[config.mk]
export PLATFORM = sky130hd
export DESIGN_NAME = array_sequencer
export DESIGN_NICKNAME = d
export VERILOG_FILES = /design/src/rtl/array_seq_pkg.sv /design/src/rtl/array_sequencer_row_decoder.sv /design/src/rtl/array_sequencer.sv
export SDC_FILE = /design/constraint.sdc
export NUM_CORES = 1
export LEC_CHECK = 0
export ABC_AREA = 1
export BUFFER_PORTS_ARGS = -buffer_cell sky130_fd_sc_hd__buf_2
export CELL_PAD_IN_SITES_DETAIL_PLACEMENT = 0
export CELL_PAD_IN_SITES_GLOBAL_PLACEMENT = 2
export CORE_ASPECT_RATIO = 0.6
export CORE_MARGIN = 2
export CORE_UTILIZATION = 32
export CTS_BUF_LIST = sky130_fd_sc_hd__clkbuf_8
export DETAILED_ROUTE_END_ITERATION = 6
export PLACE_DENSITY_LB_ADDON = 0.05
export REMOVE_ABC_BUFFERS = 1
export SETUP_SLACK_MARGIN = 0.3
export SLEW_MARGIN = 15
export SYNTH_ARGS = -nofsm -noshare
export SYNTH_HDL_FRONTEND = slang
export SYNTH_HIERARCHICAL = 1
export SYNTH_SLANG_ARGS = --single-unit
[constraint.sdc]
create_clock -name clk -period 3.99 [get_ports clk]
set_clock_uncertainty 0.05 [all_clocks]
set_input_delay 0.9975 -clock clk [delete_from_list [all_inputs] [get_ports clk]]
set_output_delay 0.9975 -clock clk [all_outputs]
set_load 0.05 [all_outputs]
[src/rtl/array_seq_pkg.sv]
// rtl/array_seq_pkg.sv - shared op encoding, FSM states and helpers for array_sequencer
package array_seq_pkg;

    typedef enum logic [1:0] {
        OP_WRITE   = 2'b00,
        OP_READ_Q  = 2'b01,
        OP_READ_QB = 2'b10,
        OP_ILLEGAL = 2'b11
    } op_e;

    typedef enum logic [2:0] {
        ST_IDLE    = 3'd0,
        ST_PRECH   = 3'd1,
        ST_ACCESS  = 3'd2,
        ST_SENSE   = 3'd3,
        ST_RECOVER = 3'd4
    } state_e;

    function automatic logic op_is_read(input op_e op);
        return (op == OP_READ_Q) || (op == OP_READ_QB);
    endfunction

    function automatic int max2(input int a, input int b);
        return (a > b) ? a : b;
    endfunction

endpackage

[src/rtl/array_sequencer_row_decoder.sv]
// rtl/array_sequencer_row_decoder.sv - binary row address plus enable to one-hot word-line vector
//
// Ports:
//   addr_i   - binary row index
//   en_i     - when low the output is all zeros
//   onehot_o - one-hot row select (combinational; the top registers it)
module row_decoder #(
    parameter int ROWS = 16,
    parameter int AW   = 4
) (
    input  logic [AW-1:0]   addr_i,
    input  logic            en_i,
    output logic [ROWS-1:0] onehot_o
);

    always_comb begin
        onehot_o = '0;
        for (int r = 0; r < ROWS; r++) begin
            if (en_i && (addr_i == AW'(r))) begin
                onehot_o[r] = 1'b1;
            end
        end
    end

endmodule

[src/rtl/array_sequencer.sv]
// rtl/array_sequencer.sv - precharge/access/sense sequencer for a ROWS x WIDTH memory array
//
// Ports:
//   clk, rst                     - clock, synchronous active-high reset
//   cmd_valid/cmd_ready          - command handshake (ready only while idle)
//   cmd_op, cmd_addr, cmd_wdata  - command op, target row, write data
//   preb, w_en, sae              - active-low precharge, write-driver enable, sense-amp enable
//   wl, wlb                      - one-hot true/complement word lines
//   write_bits                   - data presented to the write drivers
//   sa_out                       - sense-amp result from the array
//   rdata, rdata_valid, err      - read result, read-complete pulse, dropped-command pulse
module array_sequencer
    import array_seq_pkg::*;
#(
    parameter int ROWS    = 16,
    parameter int WIDTH   = 8,
    parameter int PRE_CYC = 2,
    parameter int ACC_CYC = 2
) (
    input  logic                     clk,
    input  logic                     rst,
    input  logic                     cmd_valid,
    output logic                     cmd_ready,
    input  logic [1:0]               cmd_op,
    input  logic [$clog2(ROWS)-1:0]  cmd_addr,
    input  logic [WIDTH-1:0]         cmd_wdata,
    output logic                     preb,
    output logic                     w_en,
    output logic                     sae,
    output logic [ROWS-1:0]          wl,
    output logic [ROWS-1:0]          wlb,
    output logic [WIDTH-1:0]         write_bits,
    input  logic [WIDTH-1:0]         sa_out,
    output logic [WIDTH-1:0]         rdata,
    output logic                     rdata_valid,
    output logic                     err
);

    localparam int AW   = $clog2(ROWS);
    localparam int MAXC = max2(PRE_CYC, ACC_CYC);
    localparam int CW   = (MAXC > 1) ? $clog2(MAXC) : 1;

    state_e           state_q, state_d;
    logic [CW-1:0]    cnt_q, cnt_d;
    op_e              op_q, op_d;
    logic [AW-1:0]    addr_q, addr_d;
    logic [WIDTH-1:0] wdata_q, wdata_d;

    logic             cmd_ready_q, cmd_ready_d;
    logic             preb_q, preb_d;
    logic             w_en_q, w_en_d;
    logic             sae_q, sae_d;
    logic [ROWS-1:0]  wl_q, wl_d;
    logic [ROWS-1:0]  wlb_q, wlb_d;
    logic [WIDTH-1:0] write_bits_q, write_bits_d;
    logic [WIDTH-1:0] rdata_q, rdata_d;
    logic             rdata_valid_q, rdata_valid_d;
    logic             err_q, err_d;

    logic             capture;
    logic             drive;
    logic             wl_en, wlb_en;

    // Next-state logic
    always_comb begin
        state_d = state_q;
        cnt_d   = cnt_q;
        op_d    = op_q;
        addr_d  = addr_q;
        wdata_d = wdata_q;
        err_d   = 1'b0;
        capture = 1'b0;
        case (state_q)
            ST_IDLE: begin
                if (cmd_valid) begin
                    if ((cmd_op == OP_ILLEGAL) || (int'(cmd_addr) >= ROWS)) begin
                        err_d = 1'b1;
                    end else begin
                        state_d = ST_PRECH;
                        cnt_d   = CW'(PRE_CYC - 1);
                        op_d    = op_e'(cmd_op);
                        addr_d  = cmd_addr;
                        wdata_d = cmd_wdata;
                    end
                end
            end
            ST_PRECH: begin
                if (cnt_q == '0) begin
                    state_d = ST_ACCESS;
                    cnt_d   = CW'(ACC_CYC - 1);
                end else begin
                    cnt_d = cnt_q - CW'(1);
                end
            end
            ST_ACCESS: begin
                if (cnt_q == '0) begin
                    state_d = op_is_read(op_q) ? ST_SENSE : ST_RECOVER;
                end else begin
                    cnt_d = cnt_q - CW'(1);
                end
            end
            ST_SENSE: begin
                state_d = ST_RECOVER;
                capture = 1'b1;
            end
            ST_RECOVER: state_d = ST_IDLE;
            default:    state_d = ST_IDLE;
        endcase
    end

    // Outputs are decoded from the next state so that every port comes
    // straight from a flop and still lines up with the state it belongs to.
    always_comb begin
        drive         = (state_d == ST_ACCESS) || (state_d == ST_SENSE);
        wl_en         = drive && (op_d != OP_READ_QB);
        wlb_en        = drive && (op_d != OP_READ_Q);
        preb_d        = drive;
        w_en_d        = (state_d == ST_ACCESS) && (op_d == OP_WRITE);
        sae_d         = (state_d == ST_SENSE);
        write_bits_d  = w_en_d ? wdata_d : '0;
        rdata_valid_d = (state_d == ST_RECOVER) && op_is_read(op_d);
        cmd_ready_d   = (state_d == ST_IDLE);
        // The QB path senses the complement cell, so invert to get the stored word back.
        rdata_d       = rdata_q;
        if (capture) begin
            rdata_d = (op_q == OP_READ_QB) ? ~sa_out : sa_out;
        end
    end

    row_decoder #(.ROWS(ROWS), .AW(AW)) u_dec_wl (
        .addr_i   (addr_d),
        .en_i     (wl_en),
        .onehot_o (wl_d)
    );

    row_decoder #(.ROWS(ROWS), .AW(AW)) u_dec_wlb (
        .addr_i   (addr_d),
        .en_i     (wlb_en),
        .onehot_o (wlb_d)
    );

    always_ff @(posedge clk) begin
        if (rst) begin
            state_q       <= ST_IDLE;
            cnt_q         <= '0;
            op_q          <= OP_WRITE;
            addr_q        <= '0;
            wdata_q       <= '0;
            cmd_ready_q   <= 1'b1;
            preb_q        <= 1'b0;
            w_en_q        <= 1'b0;
            sae_q         <= 1'b0;
            wl_q          <= '0;
            wlb_q         <= '0;
            write_bits_q  <= '0;
            rdata_q       <= '0;
            rdata_valid_q <= 1'b0;
            err_q         <= 1'b0;
        end else begin
            state_q       <= state_d;
            cnt_q         <= cnt_d;
            op_q          <= op_d;
            addr_q        <= addr_d;
            wdata_q       <= wdata_d;
            cmd_ready_q   <= cmd_ready_d;
            preb_q        <= preb_d;
            w_en_q        <= w_en_d;
            sae_q         <= sae_d;
            wl_q          <= wl_d;
            wlb_q         <= wlb_d;
            write_bits_q  <= write_bits_d;
            rdata_q       <= rdata_d;
            rdata_valid_q <= rdata_valid_d;
            err_q         <= err_d;
        end
    end

    assign cmd_ready   = cmd_ready_q;
    assign preb        = preb_q;
    assign w_en        = w_en_q;
    assign sae         = sae_q;
    assign wl          = wl_q;
    assign wlb         = wlb_q;
    assign write_bits  = write_bits_q;
    assign rdata       = rdata_q;
    assign rdata_valid = rdata_valid_q;
    assign err         = err_q;

endmodule
# Yosys cells after proc, flatten, opt, wreduce, memory -nomap -nowiden
# Index checks and enable logic that the tools add are counted.
[totals]
out_inout_bits = 54
reg_bits = 72
word_cells = 152
in_bits = 25
[op_classes]
n_reduce_logical = 47
muxes = 55
bitwise_logic = 4
n_eq_ne = 30
add_sub_neg = 1
[ops]
columns = ["cell", "n"]
rows = [
  ["two-way mux 1 bit", 38],
  ["logical AND 1 bit", 36],
  ["equality test 4 bit, second input constant", 8],
  ["two-way mux 8 bit", 4],
  ["equality test 4 x 3 -> 1 bit, second input constant", 4],
  ["two-way mux 3 bit", 5],
  ["equality test 3 x 2 -> 1 bit, second input constant", 4],
  ["two-way mux 4 bit", 3],
  ["one-hot mux 3 bit (4 select lines)", 1],
  ["equality test 4 x 2 -> 1 bit, second input constant", 2],
  ["inverter 8 bit", 1],
  ["equality test 2 bit, second input constant", 3],
  ["zero test 3 bit", 2],
  ["two-way mux 2 bit", 3],
  ["!= test 2 bit, second input constant", 3],
  ["equality test 2 x 1 -> 1 bit, second input constant", 2],
  ["equality test 4 x 1 -> 1 bit, second input constant", 1],
  ["zero test 4 bit", 1],
  ["equality test 3 x 1 -> 1 bit, second input constant", 1],
  ["equality test 3 bit, second input constant", 1],
  ["logical OR 1 bit", 3],
  ["inverter 1 bit", 3],
  ["one-hot mux 1 bit (3 select lines)", 1],
  ["AND reduction 3 bit", 1],
  ["other kinds (6)", 6],
]

# Longest topological paths before layout
# Gate-level depths: netlist of run 1.
[logic_depth]
ltp_word = 10
depth_mapped = 13
ltp_nobuf = 13

# Hierarchy
# Netlist of run 1, hierarchy kept.
[by_module_without_submodules]
columns = ["mod", "cells_per_inst", "n_inst", "area_each_um2"]
rows = [
  ["array_sequencer", 301, 1, 2556.2],
  ["row_decoder", 33, 2, 140.1],
]

# Worst setup path after synthesis of run 1
# Ideal clock, no wire load.
[synth_timing]
path_type = "in2reg"
start = "input cmd_op[0]"
end = "register wl_q[0], in the netlist wl[0]"
required_time_ps = 3875
cell_stages = 12
path_buffers = 1
t_arrival_ps = 2206
slack_ps = 1669
path_cell_list = "nand2_1 nand2_1 nor2_8 buf_6 nand2_1 o21ai_2 inv_1 nor2_1 nand2_1 nor2_1 inv_1 nor2_1"
[synth_lines]
columns = ["item", "line", "rtl"]
rows = [
  ["start, declared", "array_sequencer.sv:24", "input logic [1:0] cmd_op,"],
  ["equality test 2 bit", "array_sequencer.sv:76", "if ((cmd_op == OP_ILLEGAL) || (int'(cmd_addr) >= ROWS)) begin"],
  ["two-way mux 4 bit", "array_sequencer.sv:76", ""],
  ["two-way mux 4 bit", "array_sequencer.sv:75", "if (cmd_valid) begin"],
  ["two-way mux 4 bit", "array_sequencer.sv:73", "case (state_q)"],
  ["named net addr_d[0]", "array_sequencer.sv:46", "logic [AW-1:0] addr_q, addr_d;"],
  ["zero test 4 bit", "array_sequencer_row_decoder.sv:19", "if (en_i && (addr_i == AW'(r))) begin"],
  ["logical AND 1 bit", "array_sequencer_row_decoder.sv:19", ""],
  ["two-way mux 1 bit", "array_sequencer_row_decoder.sv:19", ""],
  ["named net wl_d[0]", "array_sequencer.sv:53", "logic [ROWS-1:0] wl_q, wl_d;"],
  ["end signal, assigned", "array_sequencer.sv:169", "wl_q <= wl_d;"],
  ["end, declared", "array_sequencer.sv:53", ""],
]
# The timed path passes the listed nets, and every way through them passes these cells.
# A chain may end at the register's enable or synchronous reset.

# Final worst setup path of run 1
# Ends and elaborated chain as after synthesis.

==> run metrics, run 1 <==
status finished clean; synthesized area per cell 7.73 um^2; Routed WL 6.11 mm; Clock Latency Late Sink 0.35 ns; critical path type input pin to flip-flop; die area 9660 um^2; initial antenna violation count 0; crit share post-route 61.8%; row cnt 26; Synth Area in Simple Gates 25.5%; worst hold path class flip-flop to flip-flop; DR vias 2,283; antenna diode count 0; Final Setup Violations 0; worst r2r path cells 12; IO Port Bufs 78; CTS Buffer Depth 2; Crit Path Max Fanout 25; Hold Path Cell Cnt 2; Worst slew margin 66.6%; Synth cell types 28; Synth Area in XOR/XNOR 2.47%; reg2reg start state_q[2]$_SDFF_PP0_; largest net degree at the start of global routing 27; largest family of logic cells by synthesized area simple AND/OR/NAND/NOR gates; P per Cell Area 469 nW/um^2; Routed Antenna Nets 0; H-tree levels 3; clock slew at reported path FFs 0.07 ns; Via density 4.06; Worst Hold Launch addr_q[2]$_SDFF_PP0_; Synth Warn # 6; Setup crit start cmd_op[0]; Mapped Cells 367; Inserted Clock Buffers 9; Detail Placement HPWL 4.49 mm; Placed Area 3310 um^2; RSZ-0062 raised after global routing no; Root Buffer clkbuf_8; vias in the first global route 2,163; synth-to-layout area growth 24.0%; Post-CTS Setup Bufs 0; max-cap viol count 0; data required time of the critical path 4.23 ns; post-cts gate resize count 0; GP Congestion 0.787; core area 8560 um^2; fmax 405 MHz; CTS tree built; Initial Utilization 33.2%; fin util 41.1%; layout cells sized above 1 25.8%; CP endpoint kind flip-flop; Yosys reg bits 72; clock period minus worst slack 2.47 ns; First DRT Iteration DRCs 99; chip width 126 um; Final Hold Viols 0; Cell Area, Synth 2840 um^2; Tot Pwr 0.00165 W; CP Launch Type input pin; GRT Util Overall 13.8%; mux contribution to synthesized area 0%; drt first pass iters 4; Tightest Pin Transition 0.499 ns; Clock Sinks 72; final non-filler cell total 562; post-synthesis compound-gate area fraction 6.75%; Worst EP arrival 2.71 ns; WL per Instance 10.9 um; nets@finish 475; sequential share of the synthesized area 50.8%; post-placement cell count 547; Ports 79; Adder-Cell Fraction of Synth Area 1.76%; P_leak 1.74 nW; worst vdd ir 0.000192 V; Congestion Overflow GR 0; global-route wire length before repair 10.4 mm; TNS Setup 0 ns; hold_buf cts 0; Max Slew Vio Count 0; Die H 76.9 um; Finished Cell Area 3520 um^2; DRC errors left 0
## cells in the final DEF (no fill, tap or decap)
cell type and n:
dfxtp_1 72, a21oi_1 9, buf_2 78, ha_1 4, nand2_2 1, o21ai_2 8
nand2_1 42, o21ai_1 4, clkinv_2 2, nor2_1 97, nand4_1 1, bufinv_16 2
buf_4 1, o21ai_0 8, nor2_2 1, inv_1 77, inv_2 1, o211ai_1 1
nand2_4 1, nor3_1 1, clkbuf_8 9, nand3_1 9, clkinvlp_4 2, nand3_2 4
nor2_8 1, xnor2_1 8, nand4_4 1, nor2_4 3, a21oi_2 1, nor4_1 1
## per-stage QoR
step                setup slack (ns)  hold WS, ns
floorplan                       1.63        0.412
global placement                1.17        0.423
detailed placement              1.16        0.436
CTS                             1.53        0.453
global route                    1.28        0.465
finish                          1.52        0.445
## registers in the layout, summed over array words and instances (netlist names)
name,flops
state_q,3
preb,1
wdata_q,8
addr_q,4
wl,16
op_q,2
w_en,1
rdata_valid,1
cnt_q,1
sae,1
cmd_ready,1
wlb,16
rdata,8
err,1
write_bits,8
## Yosys cell counts, drive strengths merged
cell type / count / area [um^2]
a21oi: 10 / 53.8
buf: 5 / 43.8
clkbuf: 6 / 23.8
dfxtp: 72 / 1440
ha: 4 / 50.1
inv: 78 / 293
nand2: 44 / 175
nand3: 13 / 85.1
nand4: 2 / 27.5
nor2: 102 / 424
nor3: 1 / 5.00
nor4: 1 / 6.26
o211ai: 1 / 7.51
o21ai: 20 / 130
xnor2: 8 / 70.1
## power breakdown
part,switching (W),internal (W)
Clock,0.000272,0.000346
Sequential,0.0000132,0.000748
Combinational,0.000195,0.0000759
Total,0.000481,0.00117
## worst max-delay path, stage by stage
cell and delay, ns:
buf_2 0.11, nand2_1 0.08, nand2_1 0.14, nor2_8 0.40, nand2_1 0.14, o21ai_2 0.09, inv_1 0.19, nor2_1 0.20
nand2_1 0.09, nor2_1 0.12, inv_1 0.05, nor2_1 0.08
## area by class of cell
type	count	area [um^2]
repair buffers	79	398
well taps	112	140
clock inverters	6	85.1
inverters	78	293
flip-flops and latches	72	1440
multi-input cells	206	1030
fillers	936	5040
clock buffers	9	124
## worst paths after layout
path	slack, ns	endpoint
min reg2reg	0.45	addr_q[2]$_SDFF_PP0_
max	1.52	wl[0]$_SDFF_PP0_
min	0.45	addr_q[2]$_SDFF_PP0_
max reg2reg	1.79	wl[13]$_SDFF_PP0_
## cell families (layout without fill, tap and decap cells)
group / after synthesis / after routing
compound gates: 31 / 31
xor+xnor: 8 / 8
flops: 72 / 72
fa+ha+maj: 4 / 4
buf+inv: 89 / 172
simple gates: 163 / 163
## routing by layer
metal	share of wire (%)	vias up	global-route usage, %
li1	-	1236	-
met1	57	983	19.6
met2	35	53	17.4
met3	7.0	11	6.63
met4	1.5	0	5.44
met5	0	-	0
No activity file was read; power rests on OpenSTA's default activity.
==> run 2: changes to the inputs <==
- ABC_AREA: 1 -> 0
- clock period: 3.99 -> 2.6 ns (I/O delays scaled with it)
==> run 2 against run 1 <==
Net effect:
- area after synthesis shrank 1.2%
- synthesized cell count shrank 21%
- non-clock buffer count grew 25
- utilization grew 3.8 points
- largest power group unchanged
==> run metrics, run 2 <==
status finished clean (unchanged); count of flip-flops with a built-in enable after synthesis 0 (unchanged); P_leak 1.70 nW (was 1.74 nW); crit share post-route 91.3%; Synth Warn # 6 (unchanged); CP endpoint kind flip-flop (unchanged); Clock Latency Late Sink 0.35 ns (about the same); GRT Util Overall 15.3% (was 13.8%); largest net degree at the start of global routing 28 (was 27); Final WS setup 0.225 ns (was 1.52 ns); sequential share of the synthesized area 51.5% (was 50.8%); row cnt 26 (unchanged); Seq pwr share 48.6% (was 46.1%); Routed Antenna Nets 0 (unchanged); Clock Sinks 72 (unchanged); Congestion Overflow GR 0 (unchanged); most frequent cell after synthesis dfxtp_1 (was nor2_1); global-route wire length before repair 11.5 mm (was 10.4 mm); worst vdd ir 0.000253 V (was 0.000192 V); GP Congestion 0.779 (was 0.787); commonest non-fill, non-tap cell in the layout buf_2 (was nor2_1); layout cells sized above 1 43.3% (was 25.8%); final non-filler cell total 505 (was 562); nets@finish 418 (was 475); Routed WL 7.23 mm (was 6.11 mm); data required time of the critical path 2.84 ns (was 4.23 ns); max-cap viol count 0 (unchanged); Root Buffer clkbuf_8 (unchanged); area share of the largest cell type after synthesis 51.5% (was 50.8%); die area 9540 um^2 (was 9660 um^2); RSZ-0062 raised after global routing yes (was no); DRC errors left 0 (unchanged); vias in the first global route 2,279 (was 2,163); top cells by area, synth dfxtp_1, nor2b_1, nor2_1, nand2b_1, a31o_2 (was dfxtp_1, nor2_1, inv_1, nand2_1, o21ai_2); most frequent cells in the layout buf_2, dfxtp_1, nor2_1 (was nor2_1, buf_2, inv_1); WL per Instance 14.3 um (was 10.9 um); Mapped Cells 290 (was 367); hold_buf cts 0 (unchanged); Crit Path Max Fanout 7 (was 25); Synth area leader dfxtp_1 (unchanged); H-tree levels 3 (unchanged); clock period minus worst slack 2.37 ns; critical path type input pin to flip-flop (unchanged); Yosys reg bits 72 (unchanged); Post-synth ARST share 0% (unchanged); Tot Pwr 0.00240 W (was 0.00165 W); Synth cell types 35 (was 28); CP Launch Type input pin (unchanged); fmax 421 MHz; Ports 79 (unchanged); worst hold path class flip-flop to flip-flop (unchanged); Synth Flop Type dfxtp_1 (unchanged); initial antenna violation count 0 (unchanged); Final Setup Violations 0 (unchanged); Max Slew Vio Count 0 (unchanged); First DRT Iteration DRCs 98 (was 99); Cell Int Power 0.00169 W (was 0.00117 W); Sw Pwr 0.000709 W (was 0.000481 W); chip width 125 um (was 126 um); Inserted Clock Buffers 9 (unchanged); drt first pass iters 4 (unchanged); Die H 76.5 um (was 76.9 um); core area 8490 um^2 (was 8560 um^2); Via density 4.61 (was 4.06); synthesized area per cell 9.66 um^2 (was 7.73 um^2); Logic pwr share 20.9% (was 16.4%); clock share of power 30.5% (was 37.5%); Switching Share 29.5% (was 29.1%); Cell Area, Synth 2800 um^2 (was 2840 um^2); Worst slew margin 58.1% (was 66.6%); Tightest Pin Transition 0.626 ns (was 0.499 ns); antenna diode count 0 (unchanged); synth-to-layout area growth 36.1% (was 24.0%); Place WS -0.297 ns (was 1.16 ns); most instantiated cells after synthesis dfxtp_1, nor2_1, nor2b_1 (was nor2_1, inv_1, dfxtp_1); Initial Utilization 33.0% (was 33.2%); IO Port Bufs 78 (unchanged); clock slew at reported path FFs 0.07 ns (about the same); Final Hold Viols 0 (unchanged); DR vias 2,328 (was 2,283); post-placement cell count 483 (was 547); CTS Buffer Depth 2 (unchanged); Worst EP arrival 2.61 ns (was 2.71 ns); CTS tree built (unchanged); P per Cell Area 630 nW/um^2 (was 469 nW/um^2); Detail Placement HPWL 4.74 mm (was 4.49 mm)
run 2: metrics by stage:
step                      instance area [um^2]  util, %  setup TNS, ns  hold WS, ns
final                                     3810     44.9              0        0.405
after global routing                      3810     44.9              0        0.447
after CTS                                 3630     42.7              0        0.409
after detailed placement                  3410     40.2          -7.05        0.390
after global placement                    3410     40.2          -5.97        0.391
after floorplan                           2720        -         -17.05        0.381
run 2: worst paths after layout:
path / depth (start not counted) / slack, ns / startpoint / end
setup reg to reg: 7 / 0.24 / state_q[2]$_SDFF_PP0_ / wlb[0]$_SDFF_PP0_
hold / removal: 1 / 0.41 / wdata_q[2]$_SDFF_PP0_ / write_bits[2]$_SDFF_PP0_
setup / recovery: 8 / 0.23 / cmd_valid / wlb[0]$_SDFF_PP0_
hold reg to reg: 1 / 0.41 / wdata_q[2]$_SDFF_PP0_ / write_bits[2]$_SDFF_PP0_
run 2: cell families after synthesis:
family                   after synthesis  synth area share [%]
AND/OR/NAND/NOR                      136                  27.5
buffers and inverters                 22                  3.62
adder cells (fa/ha/maj)                4                  1.79
XOR/XNOR                               8                  2.50
AO/OA/AOI/OAI                         44                  11.6
multiplexers                           4                  1.61
flip-flops                            72                  51.5
run 2: repair_timing:
action	4_1_cts	5_1_grt
pin swaps	11	8
resized for setup	15	32
endpoints found under the setup margin	32	32
setup buffers	0	5
cloned	0	2
run 2: layout make-up:
class                           count  area, um^2
Tap cell                          112         140
Fill cell                         853        4680
Clock inverter                      6        30.0
Multi-Input combinational cell    198        1460
Clock buffer                        9         124
Sequential cell                    72        1440
Timing Repair Buffer              104         604
Inverter                            4        15.0
run 2: per-layer routing:
metal  wire length, um  vias to the layer above  GRT usage (%)  share of wire (%)
met5                 0                        -              0                  0
met4                59                        0           5.73               0.82
met3               328                        6           5.55                4.5
met2              2830                       52           20.7                 39
met1              4010                     1092           22.1                 55
li1                  -                     1178              -                  -
run 2: power groups by stage:
stage | Sequential, W | Clock, W | Combinational, W
after global routing | 0.00117 | 0.000814 | 0.000545
after CTS | 0.00116 | 0.000762 | 0.000435
after global placement | 0.00119 | 0 | 0.000411
after floorplan | 0.00124 | 0 | 0.000194
after detailed placement | 0.00119 | 0 | 0.000409
final | 0.00117 | 0.000733 | 0.000502
run 2: critical path, cell delays in order:
cell and delay, ns:
buf_2 0.10, or4b_4 0.47, buf_6 0.15, a21oi_4 0.19
mux2_4 0.37, or3b_4 0.44, nor3_2 0.10, nor2b_1 0.13
==> run 3: changes to the inputs <==
- ABC_AREA: 0 -> 1
- CORE_UTILIZATION: 32 -> 30
==> run 3 against run 2 <==
Net effect:
- critical path depth increased by 4
- worst setup slack improved by 0.39 ns
- via count decreased by 1.1%
- sequential cell count unchanged
- cell area decreased by 5.5%
- critical path type is now flip-flop to flip-flop
- largest power group unchanged
==> run metrics, run 3 (synthesis results as in run 1) <==
status finished clean (unchanged); Worst slew margin 68.5% (was 58.1%); nets@finish 478 (was 418); Cell Chain, Critical Path nor2_4, nand2_4, nor2_1, nand2_1, nand2_1, inv_1, ha_1, nor2_4, nand3_1, nor2_1, inv_1, nor2_1 (was buf_2, or4b_4, buf_6, a21oi_4, mux2_4, or3b_4, nor3_2, nor2b_1); Congestion Overflow GR 0 (unchanged); crit share post-route 76.5% (was 91.3%); Worst EP arrival 2.24 ns (was 2.61 ns); global-route wire length before repair 10.8 mm (was 11.5 mm); Crit Path Max Fanout 6 (was 7); fmax 503 MHz (was 421 MHz); reg2reg setup slack 0.61 ns (was 0.24 ns); Final Hold Viols 0 (unchanged); data required time of the critical path 2.85 ns (was 2.84 ns); IO Port Bufs 78 (unchanged); most used cell, CP nor2_1; CP endpoint kind flip-flop (unchanged); Tightest Pin Transition 0.472 ns (was 0.626 ns); Final WS setup 0.612 ns (was 0.225 ns); vias in the first global route 2,268 (was 2,279); Buf/Inv on CP 2 (unchanged); Post-CTS Setup Bufs 0 (unchanged); P per Cell Area 743 nW/um^2 (was 630 nW/um^2); Routed WL 6.20 mm (was 7.23 mm); Final Setup Violations 0 (unchanged); critical path type flip-flop to flip-flop (was input pin to flip-flop); clock slew at reported path FFs 0.08 ns (was 0.07 ns); First DRT Iteration DRCs 154 (was 98); RSZ-0062 raised after global routing no (was yes); Detail Placement HPWL 4.55 mm (was 4.74 mm); H-tree levels 3 (unchanged); Routed Antenna Nets 0 (unchanged); worst r2r path cells 12 (was 7); chip width 130 um (was 125 um); Clock Sinks 72 (unchanged); worst vdd ir 0.000250 V (was 0.000253 V); antenna diode count 0 (unchanged); Max Slew Vio Count 0 (unchanged); Root Buffer clkbuf_8 (unchanged); CTS tree built (unchanged); clock period minus worst slack 1.99 ns (was 2.37 ns); Place WS 0.259 ns (was -0.297 ns); Inserted Clock Buffers 9 (unchanged); largest net degree at the start of global routing 20 (was 28); Hold Path Cell Cnt 2 (was 1); worst hold path class flip-flop to flip-flop (unchanged); Worst Hold End wdata_q[3]$_SDFF_PP0_ (was write_bits[2]$_SDFF_PP0_); layout cells sized above 1 26.7% (was 43.3%); max-cap viol count 0 (unchanged); TNS Setup 0 ns (unchanged); GRT Util Overall 13.9% (was 15.3%); P_leak 1.77 nW (was 1.70 nW); Clock Latency Late Sink 0.36 ns (was 0.35 ns); GP Congestion 0.740 (was 0.779); Worst Hold Launch wdata_q[3]$_SDFF_PP0_ (was wdata_q[2]$_SDFF_PP0_); die area 10,300 um^2 (was 9540 um^2); Slowest-stage cell, CP dfxtp_2 (was or4b_4); synth-to-layout area growth 27.0% (was 36.1%); hold_buf cts 0 (unchanged); CP Launch Type flip-flop (was input pin); Via density 3.95 (was 4.61); Worst path top cell family by delay simple AND/OR/NAND/NOR gates (unchanged); most frequent cells in the layout nor2_1, buf_2, inv_1 (was buf_2, dfxtp_1, nor2_1); DR vias 2,303 (was 2,328); WL per Instance 10.6 um (was 14.3 um); Initial Utilization 30.9% (was 33.0%); core area 9190 um^2 (was 8490 um^2); RR Endpoint wlb[6]$_SDFF_PP0_ (was wlb[0]$_SDFF_PP0_); drt first pass iters 4 (unchanged); Die H 79.3 um (was 76.5 um); DRC errors left 0 (unchanged); row cnt 27 (was 26); slowest stage delay, CP 0.36 ns (was 0.47 ns); reg2reg start state_q[0]$_SDFF_PP0_ (was state_q[2]$_SDFF_PP0_); CTS Buffer Depth 2 (unchanged); Ports 79 (unchanged); commonest non-fill, non-tap cell in the layout nor2_1 (was buf_2); initial antenna violation count 0 (unchanged)
-- run 3: changes by cell type in the layout (fill, tap and decap cells not counted), sizes merged, moves of 9 or more --
cell | before | now
buf | 104 | 82
and2 | 9 | 0
a31o | 12 | 0
nand2 | 4 | 44
nor2 | 38 | 102
nand3 | 2 | 13
nor2b | 33 | 0
nor3 | 15 | 1
inv | 6 | 78
o21ai | 0 | 20
nand2b | 18 | 0
-- run 3: routing by layer --
layer	wire length, um	vias up	track usage [%]
met4	81	0	4.52
met5	0	-	0
met3	510	9	6.67
met2	2260	66	18.9
li1	-	1240	-
met1	3350	988	19.2
-- run 3: cell type report --
| type | instances | area [um^2] |
|---|---|---|
| Multi-Input combinational cell | 206 | 1040 |
| Tap cell | 130 | 163 |
| Clock inverter | 5 | 105 |
| Fill cell | 990 | 5590 |
| Timing Repair Buffer | 82 | 420 |
| Sequential cell | 72 | 1440 |
| Clock buffer | 10 | 138 |
| Inverter | 78 | 293 |
-- run 3: worst max-delay path by stage --
stage / start / end / slack (ns) / cells after the start
final: state_q[0]$_SDFF_PP0_ / wlb[6]$_SDFF_PP0_ / 0.61 / 12
after floorplan: cmd_op[0] / wl[0]$_SDFF_PP0_ / 0.59 / 11
after detailed placement: cmd_valid / wlb[9]$_SDFF_PP0_ / 0.26 / 12
after global placement: cmd_valid / wlb[1]$_SDFF_PP0_ / 0.25 / 12
after global routing: state_q[1]$_SDFF_PP0_ / wl[8]$_SDFF_PP0_ / 0.30 / 13
after CTS: state_q[0]$_SDFF_PP0_ / wlb[9]$_SDFF_PP0_ / 0.41 / 12
-- run 3: stage by stage --
step	hold WS, ns	power (W)	instances	utilization [%]	area, um^2
finish	0.444	0.00268	583	39.2	3600
global route	0.476	0.00283	583	39.2	3600
CTS	0.453	0.00272	583	39.1	3590
detailed placement	0.436	0.00162	568	36.5	3350
global placement	0.421	0.00162	568	36.5	3350
floorplan	0.412	0.00150	356	-	2770
-- run 3: report_power, final --
| part | internal (W) | total (W) | switching, W |
|---|---|---|---|
| Clock | 0.000658 | 0.00108 | 0.000422 |
| Sequential | 0.00115 | 0.00117 | 0.0000207 |
| Combinational | 0.000124 | 0.000429 | 0.000305 |
| Total | 0.00193 | 0.00268 | 0.000748 |
-- run 3: worst register-to-register path, cell delays in order, from the launching register on --
cell	delay [ns]
dfxtp_2	0.36
nor2_4	0.16
nand2_4	0.09
nor2_1	0.13
nand2_1	0.10
nand2_1	0.17
inv_1	0.06
ha_1	0.22
nor2_4	0.18
nand3_1	0.15
nor2_1	0.13
inv_1	0.05
nor2_1	0.08
-- run 3: what timing repair did --
| item | in CTS | in global routing |
|---|---|---|
| setup endpoints to repair | 0 | 20 |
| endpoints found under the hold margin | 0 | 0 |
| resized for setup | 0 | 3 |
